--- src/rtl/riscv_pkg.sv ---
// riscv_pkg: shared definitions for the 3-stage RISC-V core.
//   pipe_ctrl_state_t : pipeline-control state encoding
//   INST_NOP          : canonical NOP (addi x0, x0, 0) loaded on flush
//   FLUSH_CYC_DEF     : default number of flush cycles per redirect
package riscv_pkg;

  typedef enum logic [1:0] {
    IDLE  = 2'd0,
    PEND  = 2'd1,
    FLUSH = 2'd2
  } pipe_ctrl_state_t;

  localparam logic [31:0] INST_NOP      = 32'h0000_0013;
  localparam int          FLUSH_CYC_DEF = 2;

endpackage

--- src/rtl/gen_en_dff.sv ---
// gen_en_dff: enable D flip-flop bank with synchronous active-high clear.
//   i_clk : clock
//   i_rst : synchronous clear (wins over enable)
//   i_en  : load i_d on this edge
//   i_d   : data in
//   o_q   : registered data out
module gen_en_dff #(
  parameter int WIDTH = 32
) (
  input  logic             i_clk,
  input  logic             i_rst,
  input  logic             i_en,
  input  logic [WIDTH-1:0] i_d,
  output logic [WIDTH-1:0] o_q
);

  logic [WIDTH-1:0] r_q;

  always_ff @(posedge i_clk) begin
    if (i_rst)     r_q <= '0;
    else if (i_en) r_q <= i_d;
  end

  assign o_q = r_q;

endmodule

--- src/rtl/pipe_ctrl.sv ---
// pipe_ctrl: hold/flush sequencing for pc_reg, if_id and id_ex.
//   Turns EX redirect requests and EX/bus stall requests into PC load,
//   hold and flush strobes. A redirect that arrives during a bus stall is
//   parked in pend_addr and issued once the bus frees up.
// Ports:
//   clk, rst               : core clock, synchronous active-high reset
//   jump_req_i/jump_addr_i : redirect request and target from EX
//   ex_hold_i, bus_hold_i  : stall requests from EX and the bus
//   pc_jump_o/_addr_o      : load target into PC (addr is 0 when idle)
//   pc_hold_o, if_id_hold_o, id_ex_hold_o : freeze strobes
//   if_id_flush_o, id_ex_flush_o          : bubble insertion strobes
//   busy_o                 : registered, state != IDLE
//
// state | meaning
// IDLE  | no redirect in progress
// PEND  | redirect target latched, waiting for bus_hold_i to drop
// FLUSH | bubble counter running, flushes asserted
module pipe_ctrl
  import riscv_pkg::*;
#(
  parameter int FLUSH_CYC = FLUSH_CYC_DEF,
  parameter int ADDR_W    = 32
) (
  input  logic              clk,
  input  logic              rst,
  input  logic              jump_req_i,
  input  logic [ADDR_W-1:0] jump_addr_i,
  input  logic              ex_hold_i,
  input  logic              bus_hold_i,
  output logic              pc_jump_o,
  output logic [ADDR_W-1:0] pc_jump_addr_o,
  output logic              pc_hold_o,
  output logic              if_id_hold_o,
  output logic              id_ex_hold_o,
  output logic              if_id_flush_o,
  output logic              id_ex_flush_o,
  output logic              busy_o
);

  // The redirect cycle itself is the first flush cycle, so the counter
  // only covers the remaining FLUSH_CYC-1 cycles.
  localparam logic [2:0] CNT_LOAD = 3'(FLUSH_CYC - 1);
  localparam bit         MULTI    = (FLUSH_CYC > 1);

  pipe_ctrl_state_t  r_state, w_state_nxt;
  logic [2:0]        r_cnt, w_cnt_nxt;
  logic              r_busy;
  logic [ADDR_W-1:0] w_pend_addr;
  logic              w_hold, w_jump_q, w_pend_en;
  logic              w_pc_jump, w_flush;
  logic [ADDR_W-1:0] w_jump_addr;

  assign w_hold   = ex_hold_i | bus_hold_i;
  assign w_jump_q = jump_req_i & ~ex_hold_i;

  always_comb begin
    w_state_nxt = r_state;
    w_cnt_nxt   = r_cnt;
    w_pend_en   = 1'b0;
    w_pc_jump   = 1'b0;
    w_jump_addr = '0;
    w_flush     = 1'b0;
    case (r_state)
      IDLE, FLUSH: begin
        w_flush = (r_state == FLUSH);
        if (w_jump_q && !bus_hold_i) begin
          w_pc_jump   = 1'b1;
          w_jump_addr = jump_addr_i;
          w_flush     = 1'b1;
          w_state_nxt = MULTI ? FLUSH : IDLE;
          w_cnt_nxt   = MULTI ? CNT_LOAD : 3'd0;
        end else if (w_jump_q) begin
          // Bus is stalled: park the target, the PC cannot take it yet.
          w_pend_en   = 1'b1;
          w_state_nxt = PEND;
          w_cnt_nxt   = 3'd0;
        end else if (r_state == FLUSH && !bus_hold_i) begin
          if (r_cnt == 3'd1) begin
            w_state_nxt = IDLE;
            w_cnt_nxt   = 3'd0;
          end else begin
            w_cnt_nxt = r_cnt - 3'd1;
          end
        end
      end
      PEND: begin
        if (!bus_hold_i) begin
          w_pc_jump   = 1'b1;
          w_jump_addr = w_pend_addr;
          w_flush     = 1'b1;
          w_state_nxt = MULTI ? FLUSH : IDLE;
          w_cnt_nxt   = MULTI ? CNT_LOAD : 3'd0;
        end
      end
      default: begin
        w_state_nxt = IDLE;
        w_cnt_nxt   = 3'd0;
      end
    endcase
  end

  always_ff @(posedge clk) begin
    if (rst) begin
      r_state <= IDLE;
      r_cnt   <= 3'd0;
      r_busy  <= 1'b0;
    end else begin
      r_state <= w_state_nxt;
      r_cnt   <= w_cnt_nxt;
      r_busy  <= (w_state_nxt != IDLE);
    end
  end

  gen_en_dff #(.WIDTH(ADDR_W)) u_pend_addr (
    .i_clk (clk),
    .i_rst (rst),
    .i_en  (w_pend_en),
    .i_d   (jump_addr_i),
    .o_q   (w_pend_addr)
  );

  assign pc_jump_o      = w_pc_jump;
  assign pc_jump_addr_o = w_jump_addr;
  assign pc_hold_o      = w_hold & ~w_pc_jump;
  // A flushed register must load the bubble, so flush overrides its hold.
  assign if_id_hold_o   = w_hold & ~w_flush;
  assign id_ex_hold_o   = w_hold & ~w_flush;
  assign if_id_flush_o  = w_flush;
  assign id_ex_flush_o  = w_flush;
  assign busy_o         = r_busy;

endmodule

--- config.mk ---
export PLATFORM = sky130hd
export DESIGN_NAME = pipe_ctrl
export DESIGN_NICKNAME = d
export VERILOG_FILES = /design/src/rtl/riscv_pkg.sv /design/src/rtl/gen_en_dff.sv /design/src/rtl/pipe_ctrl.sv
export SDC_FILE = /design/constraint.sdc
export NUM_CORES = 1
export LEC_CHECK = 0
export BUFFER_PORTS_ARGS = -buffer_cell sky130_fd_sc_hd__buf_2
export CAP_MARGIN = 15
export CORE_MARGIN = 8
export CORE_UTILIZATION = 30
export DETAILED_ROUTE_END_ITERATION = 6
export PLACE_DENSITY = 0.55
export SETUP_SLACK_MARGIN = 0.15
export SKIP_LAST_GASP = 1
export SYNTH_ARGS = -nofsm -noshare
export SYNTH_HDL_FRONTEND = slang
export SYNTH_SLANG_ARGS = --single-unit
--- constraint.sdc ---
create_clock -name clk -period 1.8 [get_ports clk]
set_input_delay 0.27 -clock clk [delete_from_list [all_inputs] [get_ports clk]]
set_output_delay 0.27 -clock clk [all_outputs]
set_load 0.01 [all_outputs]
==> flow_results.org, run 1 <==
** Synthesis
- Post-Syn Nets :: ~270
- Prevailing post-synth register cell :: dfxtp_1
- Instance count of the mapped netlist :: approximately 230
- Of the synthesized area, sequential elements account for 0.392.
- Summed over all instances, the cell type with the most area after synthesis is dfxtp_1.
- The cell area that synthesis handed to floorplanning was roughly 0.0019 mm^2.
- The Yosys step of the flow raised 0 warnings.
- After synthesis, the share of flip-flops with an asynchronous set or reset is 0.
- Most common cell in the netlist :: nand2_1
- Mean instance size in the synthesized netlist :: 8.37 um^2
- Counting flops with a built-in enable in the synthesized netlist gives 0.
- The share of synthesized area in the top cell type comes to 0.392.
- Synth top cells by count :: nand2_1 (66), dfxtp_1 (38), a21oi_1 (34), a22o_2 (26), buf_2 (12)
- #FFs+latches synth :: 38
- Top cells by area in the synthesized netlist :: dfxtp_1 (39%), a22o_2 (13%), nand2_1 (13%)
- The number of different library cells used by synthesis comes to 37.

** Floorplan
- Area of the die :: between 0.009 and 0.01 mm^2
- The region available for standard cell placement spans about 0.0063 mm^2.
- The die is about 96 um wide.
- The floorplan has 29 rows.
- The initial utilization of the core area, before any placement, comes to 0.308.
- In this run the vertical extent of the chip is 96.5 um.
- Boundary Pins :: 76

** Route
- After detailed routing, the average wire length per cell comes to around 15 um.
- In this run the remaining antenna-violating nets after routing total 0.
- Overall via count from detail_route :: ~1900
- First-iteration detailed-routing DRC count :: a little over 90
- Summed over all layers, the routed wires come to between 5000 and 6000 um.
- DRC violation count after routing :: 0
- DR vias/cell :: about 5
- TritonRoute pass-1 iters :: 4

** Timing
- Setup repair after global routing missed its margin :: true
- Dividing the final minimum period by the clock period gives 0.997.
- Headroom to the max-slew limit came out at 0.725.
- Max Fclk :: about 0.56 GHz
- Post-Route Skew :: 6.49 ps
- The number of hold violations in the final report is 0.
- Setup violations remaining at the end of the flow were counted as 0.
- For the pin with the worst max-slew slack, the measured transition is a little over 400 ps.
- Final critical path time including I/O delays and setup :: 1800 ps
- Number of max-slew violations in the final report :: 0

** Global route
- First-pass GRT wire length :: 8910 um
- Entering global routing, the biggest net connects 33 pins.
- The initial antenna violation count is 0.
- Across every metal layer, demand over resource in global routing totals 0.121.
- After global routing the overflow that remains totals 0.
- The via count of the first global-routing pass is 1880.

** CTS
- For the worst-skew pair, the clock arrives at the later sink with an insertion delay of 280 ps.
- Clock tree synthesis inserted a total of 5 buffers.
- Clock-pin slew was measured on the worst setup and hold paths at roughly 70 ps.
- The H-tree generated during clock tree synthesis spans 2 levels.
- Maximum number of buffers from clock root to sink :: 2
- Clock Sink Count :: 38
- Root buffer selected by CTS :: clkbuf_8
- CTS tree :: yes

** Critical path
- Critical Path AT :: ~1500 ps
- The worst setup path is launched from a flop.
- The worst setup path is captured at an output port.
- Crit path required time :: around 1500 ps
- Critical path start-end classification :: reg -> out
- Along the worst path, the maximum fanout reaches 4.

** Layout
- The filler cells instantiated in the layout total between 600 and 700.
- From synthesis to final layout, the design area changed by 37.0%.
- Fraction of final layout cells with drive strength greater than 1 :: 0.443
- After routing the design area is roughly 0.0027 mm^2.
- Number of diodes added for antenna fixing :: 0
- The net count of the finished layout is 349.
- For this run, the number of standard cells in the final layout without fillers is 386.

** Run
- Across the run, the number of max-cap violations was 0.

** Place
- Cells after DPL :: about 370
- Buffers placed on the I/O ports in this run total 75.
- Routability congestion estimate from global placement :: around 0.79
- The wire-length estimate of the detail-placed layout is ~3800 um.
- The placed instances occupy a cell area of 0.00235 mm^2.

** Pwr
- The worst-case IR drop observed on VDD is roughly 0.00034 V.
- Total power after layout :: around 1800 uW
- Power density over the cells :: roughly 670 mW/mm^2
- Summed over all cells, the static leakage comes to approximately 0.0012 uW.

** Hold path
- In this run the worst hold path is classified as in -> reg.

** Run status
- The flow ran to the end, and the final reports show no timing, DRC or antenna violations.
## critical path: stages, from the launching register on
cell and delay, ps:
dfxtp_4 370, buf_4 130, buf_6 110, buf_6 110, and2b_2 220, inv_2 40
and2_4 140, buf_6 120
## path summary, 6_finish.rpt
kind | from | to | slack, ps | depth (start not counted)
worst max-delay path | r_state[0] | id_ex_hold_o | 5 | 7
worst min-delay path | jump_addr_i[28] | u_pend_addr.o_q[28] | 230 | 3
worst max register to register | r_state[0] | r_state[1] | 350 | 7
worst min register to register | u_pend_addr.o_q[18] | u_pend_addr.o_q[18] | 460 | 2
## cell families after synthesis
family,after synthesis,synth area share
simple gates,89,0.222
compound gates,75,0.285
flops,38,0.392
buf+inv,27,0.0831
fa+ha+maj,2,0.0129
mux,1,0.00515
## repair_timing
item,4_1_cts,5_1_grt
gates resized for setup,21,12
buffers inserted,7,2
hold buffers,0,0
pin swaps,1,1
endpoints found under the setup margin,37,69
gates cloned,1,1
## cells in the final DEF (no fill, tap or decap), types with 2 or more instances in the layout
cell type  netlist  routed
a21oi_1         34      34
a22o_1           6       6
a22o_2          26      25
buf_12           0       2
buf_2           12      66
buf_4            2       8
buf_6            5      16
clkbuf_8         0       6
dfxtp_1         38      36
ha_1             2       2
inv_1            4       3
nand2_1         66      66
nand2b_1         3       3
nand3b_1         2       2
nor2_1           2       2
nor2b_1          3       3
nor3b_1          2       2
## state kept, by name (all words and copies together), names as in the netlist
register / flops
r_state: 2
u_pend_addr.o_q: 32
busy_o: 1
r_cnt: 3
## area by class of cell
cell class                 instances  area [um^2]  share of cell area
clock buffer                       6         82.6              0.0310
timing repair buffer              94          653               0.246
inverter                           4         15.0             0.00564
multi-input combinational        167         1050               0.394
tap                               77         96.3              0.0362
sequential                        38          766               0.288
## through the flow
step	util	TNS (ps)	setup slack (ps)	hold slack [ps]
after floorplan	-	0	323	406
after global placement	0.372	0	221	442
after detailed placement	0.372	0	203	447
after CTS	0.411	0	28.8	217
after global routing	0.421	-1170	-47.1	215
final	0.421	0	4.59	231
## power by group
group          total [uW]  switching, uW  internal [uW]
Clock                 578            283            296
Combinational         310            159            152
Sequential            890           20.5            870
Total                1780            462           1320
## metal layers
metal,GRT usage,vias up,wire [um]
met5,0,-,0
met4,0.0416,0,49
met3,0.0317,2,391
met2,0.210,48,2810
met1,0.140,880,2550
li1,-,966,-
Note: power is estimated with default switching activity, not from simulation.
==> inputs of run 2 (changes only) <==
- ABC_AREA: unset -> 1
- ABC_CLOCK_PERIOD_IN_PS: unset -> 1800
- GPL_TIMING_DRIVEN: unset -> 1
- PLACE_DENSITY: 0.55 -> 0.54
==> run 2 against run 1 <==
- via count rose by 18%
- clock power rose by 53%
- setup slack improved by 130 ps
- clock-buffer cell count did not move
- clock skew fell by 1.1 ps
- area after synthesis rose by 4.4%
- final cell count rose by 21%
- highest routed layer unchanged
- global-route usage rose by 0.68 points
==> flow_results.org, run 2 <==
** Run status
- The flow ran to the end, and the final reports show no timing, DRC or antenna violations.

** Layout
- The area growth from synthesis to layout is 30.1%.
- The register with the most flip-flops in the layout has 32 of them.
- Fraction of the core area covered by cells at the end of the flow :: 0.395
- In the final layout, the share of cells above drive strength 1 is 0.284.
- In the final design database the tool counted 425 nets.
- Registers take around 770 um^2.
- Number of diodes added for antenna fixing :: 0
- Final Non-Filler Cells :: about 470
- In the layout the commonest cells are buf_2 (75), nor2_1 (74), nand3_1 (67), nand2_1 (49), dfxtp_1 (36).
- Filler Cell Count :: between 700 and 800
- Total area of multi-input combinational cells :: between 0.001 and 0.0015 mm^2
- Leaving out fill and tap cells, the most frequent cell in the layout is buf_2.

** CTS
- No sink is reached through more buffers than the 2 on the longest clock path.
- After clock tree synthesis, the clock-pin slew on the worst setup and hold paths is ~80 ps.
- Root buffer selected by CTS :: clkbuf_8
- CTS tree :: yes
- Clock Sink Count :: 38
- Num CTS Buffers :: 5
- The H-tree was split into 2 levels.
- Clock insertion delay at the later pin of the skew report :: 280 ps

** Place
- At the end of routability-driven placement, the weighted congestion stood at slightly below 0.8.
- Port buffering added 75 buffers.
- DP Wirelength :: 4270 um
- Once placement completed, the tool counted placed cells totaling between 400 and 500.

** Critical path
- At the worst endpoint, the arrival time is between 1000 and 1500 ps.
- Crit path required time :: between 1500 and 2000 ps
- Endpoint kind of the worst setup timing path :: output port
- R2r worst-path depth :: 6
- Worst path most repeated cell :: nand2_2
- Cells along the critical path :: inv_4 > nor2_4 > nand2_2 > nand2_2 > nor2_2 > a21oi_2 > nor2_1 > buf_2
- Critical path's slowest cell :: dfxtp_4
- Buffers & Inverters on Critical Path :: 2
- Critical path start-end classification :: reg -> out
- Peak per-stage delay on the critical path :: between 300 and 400 ps
- Max FO, Critical Path :: 4
- End of the worst register-to-register path :: busy_o
- Slack of the worst reg-to-reg path :: roughly 420 ps
- The worst setup path is launched from a flop.
- Largest delay contributor family on the critical path :: flip-flops
- In this run the critical register-to-register path is launched from r_state[0].

** Global route
- First-pass GRT wire length :: 10500 um
- Across every metal layer, demand over resource in global routing totals 0.128.
- Pin count of the biggest net entering global routing :: 38
- Remaining global-route overflow :: 0
- Initial antenna violation count :: 0
- The via count of the first global-routing pass is roughly 2300.

** Floorplan
- Boundary Pins :: 76
- Area of the die :: ~0.0096 mm^2
- Core Rows :: 30
- The initial utilization of the core area, before any placement, comes to 0.304.
- From bottom edge to top edge, the die measures 98.2 um.
- CORE AREA :: between 0.006 and 0.007 mm^2
- Die extent in x :: around 98 um

** Hold path
- Worst Hold Path EP :: u_pend_addr.o_q[26]
- The startpoint identified for the worst hold timing path is jump_addr_i[26].
- Class of the tightest hold or removal check :: in -> reg
- Counting instances, the worst hold path has a depth of 3.

** Synthesis
- Top cells by area in the synthesized netlist :: dfxtp_1 (38%), nand3_1 (17%), nor2_1 (14%)
- The synthesized design spends more area on one cell type than any other, namely dfxtp_1.
- Mean instance size in the synthesized netlist :: 6.44 um^2
- Async set-or-reset flop fraction in the synthesized netlist :: 0
- Post-Syn Nets :: ~350
- Synthesis produced approximately 320 cells.
- The most used flip-flop cell after synthesis is dfxtp_1.
- Portion of the post-synthesis area used by sequential elements :: 0.375
- After synthesis the cells add up to slightly above 0.002 mm^2.
- After synthesis, the netlist uses 19 different library cells.
- After synthesis the netlist holds a flip-flop and latch count of 38.
- The synthesized design contains 0 enable-type register cells.
- Most common cell in the netlist :: nor2_1
- Synth top cells by count :: nor2_1 (76), nand3_1 (67), nand2_1 (51), dfxtp_1 (38), o21ai_1 (18)
- Top-area cell type share of the netlist area :: 0.375
- Yosys printed 0 warnings.

** Timing
- Of the available clock period, the critical path in the final layout requires 0.923.
- The max-slew violation total from the final report is 0.
- The number of hold violations in the final report is 0.
- Setup repair after global routing could not meet its margin everywhere.
- Summed negative setup slack over all endpoints :: 0 ps
- Post-Route Skew :: ~5.4 ps
- For the pin with the worst max-slew slack, the measured transition is 597 ps.
- Headroom to the max-slew limit :: 0.601
- Timing would allow up to between 0.6 and 0.7 GHz.
- Setup violation total in the final timing report :: 0
- Worst hold slack across all endpoints :: about 220 ps
- Final critical path time including I/O delays and setup :: ~1700 ps

** Route
- Routed Antenna Nets :: 0
- Using the TritonRoute via totals, the vias-per-cell ratio works out to about 4.8.
- The final layout contains routed wiring with a total length of approximately 6000 um.
- TritonRoute pass-1 iters :: 4
- Detailed routing inserted a total of about 2200 vias.
- Dividing the detail-routed wire length by the instance count gives ~13 um.
- For this block, the initial DRC count from the detailed router was 86.
- For this run, design rule violations remaining after detail routing come to 0.

** Run
- Maxcap violations :: 0

** Pwr
- Peak supply drop :: between 0.0004 and 0.0005 V
- For this design the ratio of total power to cell area is 816 mW/mm^2.
- For this design the static power due to leakage is 0.00145 uW.
- Total power after layout :: roughly 2200 uW
## run 2: layout make-up
cell class	instances	area share
clock inverter	2	0.0228
inverter	15	0.0223
sequential	38	0.290
timing repair buffer	87	0.182
tap	80	0.0379
clock buffer	6	0.0313
multi-input combinational	239	0.413
## run 2: through the flow
stage / setup slack [ps] / cell area (um^2)
floorplan: 185 / 2030
global placement: 282 / 2440
detailed placement: 295 / 2440
CTS: 115 / 2630
global route: 22.9 / 2640
finish: 139 / 2640
## run 2: logic make-up (layout without fill, tap and decap cells)
group / Yosys count / in the layout / share of synthesized area
AOI/OAI and AO/OA: 38 / 38 / 0.0956
adders and majority gates: 2 / 2 / 0.0123
buffers and inverters: 38 / 110 / 0.0944
DFF: 38 / 38 / 0.375
and+or+nand+nor: 199 / 199 / 0.423
## run 2: layer usage
metal,share of wire,vias up,global-route usage
met5,0,-,0
met4,0.0031,0,0.0319
met3,0.050,4,0.0334
met2,0.44,60,0.211
met1,0.51,1006,0.160
li1,-,1165,-
## run 2: what timing repair did
item,CTS,global route
buffers inserted,3,0
endpoints found under the setup margin,36,37
resized for setup,9,2
pin swaps,2,1
hold buffers,0,0
endpoints found under the hold margin,0,0
## run 2: worst max path at each step
stage,from,to,slack (ps),cells after the start
after floorplan,r_state[0],if_id_hold_o,180,7
after global placement,bus_hold_i,pc_jump_addr_o[31],280,6
after detailed placement,bus_hold_i,pc_jump_addr_o[31],290,6
after CTS,r_state[0],if_id_hold_o,120,8
after global routing,r_state[0],id_ex_hold_o,20,8
final,r_state[0],if_id_hold_o,140,8
## run 2: worst register-to-register path: stages (launching register included)
cell and delay (ps):
dfxtp_4 390, buf_4 140, nor2_4 40, inv_2 440, nand2_1 100, nand2_1 100
nand2_1 60
## run 2: where the power goes
part	total [uW]	internal, uW	switching (uW)
combinational	348	134	214
clock	886	591	295
sequential	920	890	29.7
total	2150	1620	539
